[src/rtl/hub75_pkg.sv]
// Shared types, constants and width helpers for the HUB75 scan sequencer.
package hub75_pkg;

  localparam int unsigned COLS_PER_PANEL = 32;
  localparam int unsigned COL_W          = 8;

  typedef logic [2:0] scan_state_t;

  localparam scan_state_t S_IDLE     = 3'd0;
  localparam scan_state_t S_SHIFT_LO = 3'd1;
  localparam scan_state_t S_SHIFT_HI = 3'd2;
  localparam scan_state_t S_BLANK    = 3'd3;
  localparam scan_state_t S_LATCH    = 3'd4;
  localparam scan_state_t S_DISPLAY  = 3'd5;

  // Index width for n items, at least one bit.
  function automatic int unsigned idx_w(input int unsigned n);
    return (n > 1) ? $clog2(n) : 1;
  endfunction

  // Display timer width: holds the longest on-time (BASE_ON << (BPP-1)).
  function automatic int unsigned timer_w(input int unsigned base_on, input int unsigned bpp);
    return $clog2(base_on << (bpp - 1)) + 1;
  endfunction

endpackage

[src/rtl/hub75_oe_timer.sv]
// OE on-time down-counter: loaded with the plane weight, done_c flags the last on clock.
module hub75_oe_timer #(
  parameter int unsigned TW = 7
) (
  input  logic          clk,
  input  logic          rst_n,
  input  logic          load,
  input  logic [TW-1:0] load_val,
  input  logic          run,
  output logic          done_c
);

  logic [TW-1:0] cnt;

  always_ff @(posedge clk) begin
    if (!rst_n) begin
      cnt <= '0;
    end else if (load) begin
      cnt <= load_val;
    end else if (run && (cnt != '0)) begin
      cnt <= cnt - TW'(1);
    end
  end

  assign done_c = run && (cnt == TW'(1));

endmodule

[src/rtl/hub75_scan_ctrl.sv]
// HUB75 scan sequencer: shifts each row pair once per bit-plane, latches it and
// displays it for BASE_ON<<plane clocks (binary-code modulation).
module hub75_scan_ctrl
  import hub75_pkg::*;
#(
  parameter  int unsigned NUM_PANELS = 1,
  parameter  int unsigned ROW_PAIRS  = 8,
  parameter  int unsigned BPP        = 4,
  parameter  int unsigned BASE_ON    = 8,
  localparam int unsigned RA         = idx_w(ROW_PAIRS),
  localparam int unsigned PB         = idx_w(BPP)
) (
  input  logic                    clk,
  input  logic                    rst_n,
  input  logic                    enable,
  input  logic [COL_W-1:0]        col,
  input  logic                    colct_eq_max,
  output logic                    colct_clr,
  output logic                    colct_enb,
  output logic                    fb_rd_en,
  output logic [RA+PB+COL_W-1:0]  fb_addr,
  output logic                    sclk,
  output logic                    lat,
  output logic                    oe_n,
  output logic [RA-1:0]           row_addr,
  output logic [PB-1:0]           plane,
  output logic                    frame_done
);

  localparam int unsigned TW       = timer_w(BASE_ON, BPP);
  localparam int unsigned LAST_COL = NUM_PANELS * COLS_PER_PANEL - 1;

  scan_state_t   state, state_d;
  logic [RA-1:0] shift_row, shift_row_d, row_addr_d;
  logic [PB-1:0] plane_d;
  logic          sclk_d, lat_d, oe_n_d, fb_rd_en_d, colct_clr_d, colct_enb_d, frame_done_d;
  logic          shift_end_c, on_done_c, last_plane_c, last_row_c;
  logic [TW-1:0] on_time_c;

  // Also stop at the last column so a missed terminal flag cannot overrun the chain.
  assign shift_end_c  = colct_eq_max || (col >= COL_W'(LAST_COL));
  assign last_plane_c = (plane == PB'(BPP - 1));
  assign last_row_c   = (shift_row == RA'(ROW_PAIRS - 1));
  assign on_time_c    = TW'(BASE_ON) << plane;
  assign fb_addr      = {shift_row, plane, col};

  hub75_oe_timer #(.TW(TW)) u_oe_timer (
    .clk      (clk),
    .rst_n    (rst_n),
    .load     (state == S_LATCH),
    .load_val (on_time_c),
    .run      (state == S_DISPLAY),
    .done_c   (on_done_c)
  );

  // Next state, scan position and registered output values.
  always_comb begin
    state_d      = state;
    shift_row_d  = shift_row;
    row_addr_d   = row_addr;
    plane_d      = plane;
    frame_done_d = 1'b0;

    case (state)
      S_IDLE: begin
        if (enable) begin
          state_d     = S_SHIFT_LO;
          shift_row_d = '0;
          plane_d     = '0;
          row_addr_d  = '0;
        end
      end
      S_SHIFT_LO: state_d = S_SHIFT_HI;
      S_SHIFT_HI: begin
        if (shift_end_c) begin
          state_d    = S_BLANK;
          row_addr_d = shift_row;
        end else begin
          state_d = S_SHIFT_LO;
        end
      end
      S_BLANK: state_d = S_LATCH;
      S_LATCH: state_d = S_DISPLAY;
      S_DISPLAY: begin
        if (on_done_c) begin
          if (last_plane_c) begin
            plane_d      = '0;
            shift_row_d  = last_row_c ? '0 : shift_row + RA'(1);
            frame_done_d = last_row_c;
          end else begin
            plane_d = plane + PB'(1);
          end
          if (enable) begin
            state_d = S_SHIFT_LO;
          end else begin
            state_d     = S_IDLE;
            plane_d     = '0;
            shift_row_d = '0;
            row_addr_d  = '0;
          end
        end
      end
      default: state_d = S_IDLE;
    endcase

    sclk_d      = (state_d == S_SHIFT_HI);
    lat_d       = (state_d == S_LATCH);
    oe_n_d      = (state_d != S_DISPLAY);
    fb_rd_en_d  = (state_d == S_SHIFT_LO);
    colct_enb_d = (state_d == S_SHIFT_HI) && !shift_end_c;
    colct_clr_d = (state_d == S_IDLE) || ((state_d == S_SHIFT_HI) && shift_end_c);
  end

  always_ff @(posedge clk) begin
    if (!rst_n) begin
      state      <= S_IDLE;
      shift_row  <= '0;
      row_addr   <= '0;
      plane      <= '0;
      sclk       <= 1'b0;
      lat        <= 1'b0;
      oe_n       <= 1'b1;
      fb_rd_en   <= 1'b0;
      colct_clr  <= 1'b1;
      colct_enb  <= 1'b0;
      frame_done <= 1'b0;
    end else begin
      state      <= state_d;
      shift_row  <= shift_row_d;
      row_addr   <= row_addr_d;
      plane      <= plane_d;
      sclk       <= sclk_d;
      lat        <= lat_d;
      oe_n       <= oe_n_d;
      fb_rd_en   <= fb_rd_en_d;
      colct_clr  <= colct_clr_d;
      colct_enb  <= colct_enb_d;
      frame_done <= frame_done_d;
    end
  end

endmodule

[config.mk]
export PLATFORM = sky130hd
export DESIGN_NAME = hub75_scan_ctrl
export DESIGN_NICKNAME = d
export VERILOG_FILES = /design/src/rtl/hub75_pkg.sv /design/src/rtl/hub75_oe_timer.sv /design/src/rtl/hub75_scan_ctrl.sv
export SDC_FILE = /design/constraint.sdc
export NUM_CORES = 1
export LEC_CHECK = 0
export CAP_MARGIN = 30
export CELL_PAD_IN_SITES_DETAIL_PLACEMENT = 2
export CELL_PAD_IN_SITES_GLOBAL_PLACEMENT = 2
export CORE_UTILIZATION = 26
export DETAILED_ROUTE_END_ITERATION = 12
export PLACE_DENSITY_LB_ADDON = 0.1
export SYNTH_ARGS = -nofsm -noshare
export SYNTH_HDL_FRONTEND = slang
export SYNTH_HIERARCHICAL = 1
export SYNTH_SLANG_ARGS = --single-unit
[constraint.sdc]
create_clock -name clk -period 2.4 [get_ports clk]
set_input_delay 0.72 -clock clk [delete_from_list [all_inputs] [get_ports clk]]
set_output_delay 0.72 -clock clk [all_outputs]
set_load 0.005 [all_outputs]
==> run metrics <==
CP peak stage delay=between 400 and 500 ps; pin count of the biggest net entering global routing=24; antenna-violating nets left=0; power density cells=approximately 450 mW/mm2; Mapped Area=0.00150 mm2; wire per inst=around 15 um; Synth Area in Simple Gates=a little under a quarter; GRT overflow=0; via count=between 1000 and 1500; Final GP Congestion=about 0.75; Final Max Tran Viols=0; initial antenna violation count=0; P&R area growth vs syn=33.6%; Setup Crit Path Kind=in2out; Adder-Cell Fraction of Synth Area=about 7.5%; filler cell count=~640; share of post-route cells with drive strength above 1=16.7%; Antenna Cells=0; register bit count reported by yosys=25; Synth Area in Compound Gates=between 20% and 30%; ys async rst share=0%; Vias/cell=between 4 and 5; 1st-iter DRT viols=66; fin crit period=2160 ps; CP startpoint kind=input port; Root Buffer=clkbuf_8; crit path buf inv count=2; # IOs=37; crit path DAT=~1400 ps; Detailed Route WL=~4300 um; Remaining DRCs=0; Nets=around 230; Synth Instances=~170; Clock transition at path regs=approximately 100 ps; Post-synth EDFFs=0; worst skew pair latency=280 ps; dpl cells=277; RSZ-0062 raised after global routing=false; vias in the first global route=about 1500; Post-Synth XOR/XNOR Area=0%; maximum VDD drop=roughly 200 uV; postcts setup bufs=0; num rows=27; status=completed; Num CTS Buffers=3; sequential area share after synthesis=33.3%; DRT Pass-1 Iters=4; largest family of logic cells by synthesized area=simple AND/OR/NAND/NOR gates; multiplexer share of the synthesized area=approximately 3.3%; final setup vio count=0; Ys Warns=6; setup total negative slack=0 ps; CTS sink cnt=25; first-pass GRT wire length=slightly above 7000 um; critical path's slowest cell=clkdlybuf4s50_1; clk buf depth=2; final hold violations=0; delay-heaviest family, CP=buffers and inverters; Core Box Area=about 0.0055 mm2; DIE WIDTH=about 78 um; Tot GR Track Use=between 15 and 20%; H-tree Lvls=1; Register Area=about 500 um2; hpwl dp=between 3000 and 4000 um; hold crit path type=reg2reg; Fmax achieved=approximately 460 MHz; die area=between 0.006 and 0.007 mm2; crit-path cells=clkdlybuf4s50_1 -> dlygate4sd2_1; final clock skew=7.71 ps; Starting Density=27.1%; syn_area_per_cell=just over 9 um2; die extent in y=between 70 and 80 um; Unique masters post-synth=between 50 and 60; CP required=around 1700 ps; Leak=approximately 0.78 nW; max-cap violations=0; Layout Cells excl Fill=about 280; worst-path fanout max=2; port bufs=36; Hold WS=slightly above 500 ps; crit path capture type=output pin; Main synth FF type=dfxtp_1; Multi-input gate area=852 um2; final period utilization=between 90% and 100%; CTS tree=done
==> where the power goes <==
group	internal, W	switching (W)	leakage, nW
logic	0.0000982	0.0000961	0.554
clock network	0.000117	0.000147	0.0255
registers	0.000429	0.0000133	0.203
==> cell usage in the layout (no fill, tap or decap), types with 3 or more instances in the layout <==
cell | netlist | final
nand2b_1 | 3 | 3
conb_1 | 1 | 3
and2_1 | 3 | 3
a21oi_1 | 8 | 8
ha_1 | 9 | 9
mux2i_1 | 5 | 5
inv_1 | 11 | 11
o21ai_0 | 8 | 8
buf_4 | 13 | 17
nor3_1 | 3 | 3
nor2_1 | 11 | 11
a32o_2 | 3 | 3
a31oi_1 | 3 | 3
clkbuf_8 | 0 | 3
nand3_1 | 4 | 4
clkdlybuf4s50_1 | 0 | 28
nand2_1 | 14 | 14
dfxtp_1 | 25 | 25
dlygate4sd2_1 | 0 | 8
==> cell usage after synthesis, types with 4 or more instances <==
cell type | count | share of area [%]
nor2_1 | 11 | 2.7
dfxtp_1 | 25 | 33
ha_1 | 9 | 7.5
inv_1 | 11 | 2.7
a21oi_1 | 8 | 2.7
mux2i_1 | 5 | 3.3
buf_4 | 13 | 6.5
nand2_1 | 14 | 3.5
nand3_1 | 4 | 1.3
o21ai_0 | 8 | 2.7
==> layout make-up <==
type                       count  share of cell area, %
clock buffer                   3                   2.06
inverter                      11                   2.06
multi-input combinational    116                   42.4
timing repair buffer          53                   23.8
clock inverter                 1                  0.249
tap                           72                   4.49
sequential                    25                   24.9
==> what timing repair did <==
| action | 4_1_cts | 5_1_grt |
|---|---|---|
| endpoints found under the hold margin | 0 | 0 |
| setup endpoints to repair | 8 | 0 |
| hold buffers | 0 | 0 |
| gates resized for setup | 8 | 0 |
==> path summary, 6_finish.rpt <==
kind | start | endpoint | slack (ps) | cells past startpoint
worst max-delay path | col[4] | fb_addr[4] | 240 | 2
worst min-delay path | row_addr[2] | row_addr[2] | 500 | 1
worst max register to register | state[1] | shift_row[1] | 320 | 8
worst min register to register | row_addr[2] | row_addr[2] | 500 | 1
==> logic make-up (layout without fill, tap and decap cells) <==
family | count (synthesis) | in the layout
and+or+nand+nor | 58 | 58
muxes | 5 | 5
buffers and inverters | 27 | 68
AOI/OAI and AO/OA | 41 | 41
DFF | 25 | 25
other | 1 | 3
adders and majority gates | 9 | 9
==> metal layers <==
layer	wire length [um]	vias to the layer above	part of all wire [%]	track usage, %
li1	-	672	-	-
met3	117	5	2.7	3.14
met1	1890	683	44	17.2
met2	2220	22	52	28.8
met5	0	-	0	0
met4	53	0	1.2	5.00
==> sequential cells by signal, indices dropped and copies added, names as in the netlist <==
register	count
u_oe_timer/cnt	7
row_addr	3
shift_row	3
state	3
plane	2
colct_clr	1
colct_enb	1
fb_rd_en	1
frame_done	1
lat	1
oe_n	1
sclk	1
==> through the flow <==
| stage | worst slack [ps] | utilization (%) | power (W) | area [um2] |
|---|---|---|---|---|
| finish | 235 | 36.2 | 0.000900 | 2010 |
| detailed placement | -38.8 | 35.6 | 0.000654 | 1970 |
| floorplan | 44.4 | - | 0.000572 | 1510 |
| global placement | -22.5 | 35.6 | 0.000646 | 1970 |
| global route | 79.6 | 36.2 | 0.000959 | 2010 |
| CTS | 224 | 36.2 | 0.000923 | 2010 |
Power figures use the tool's default switching activity.
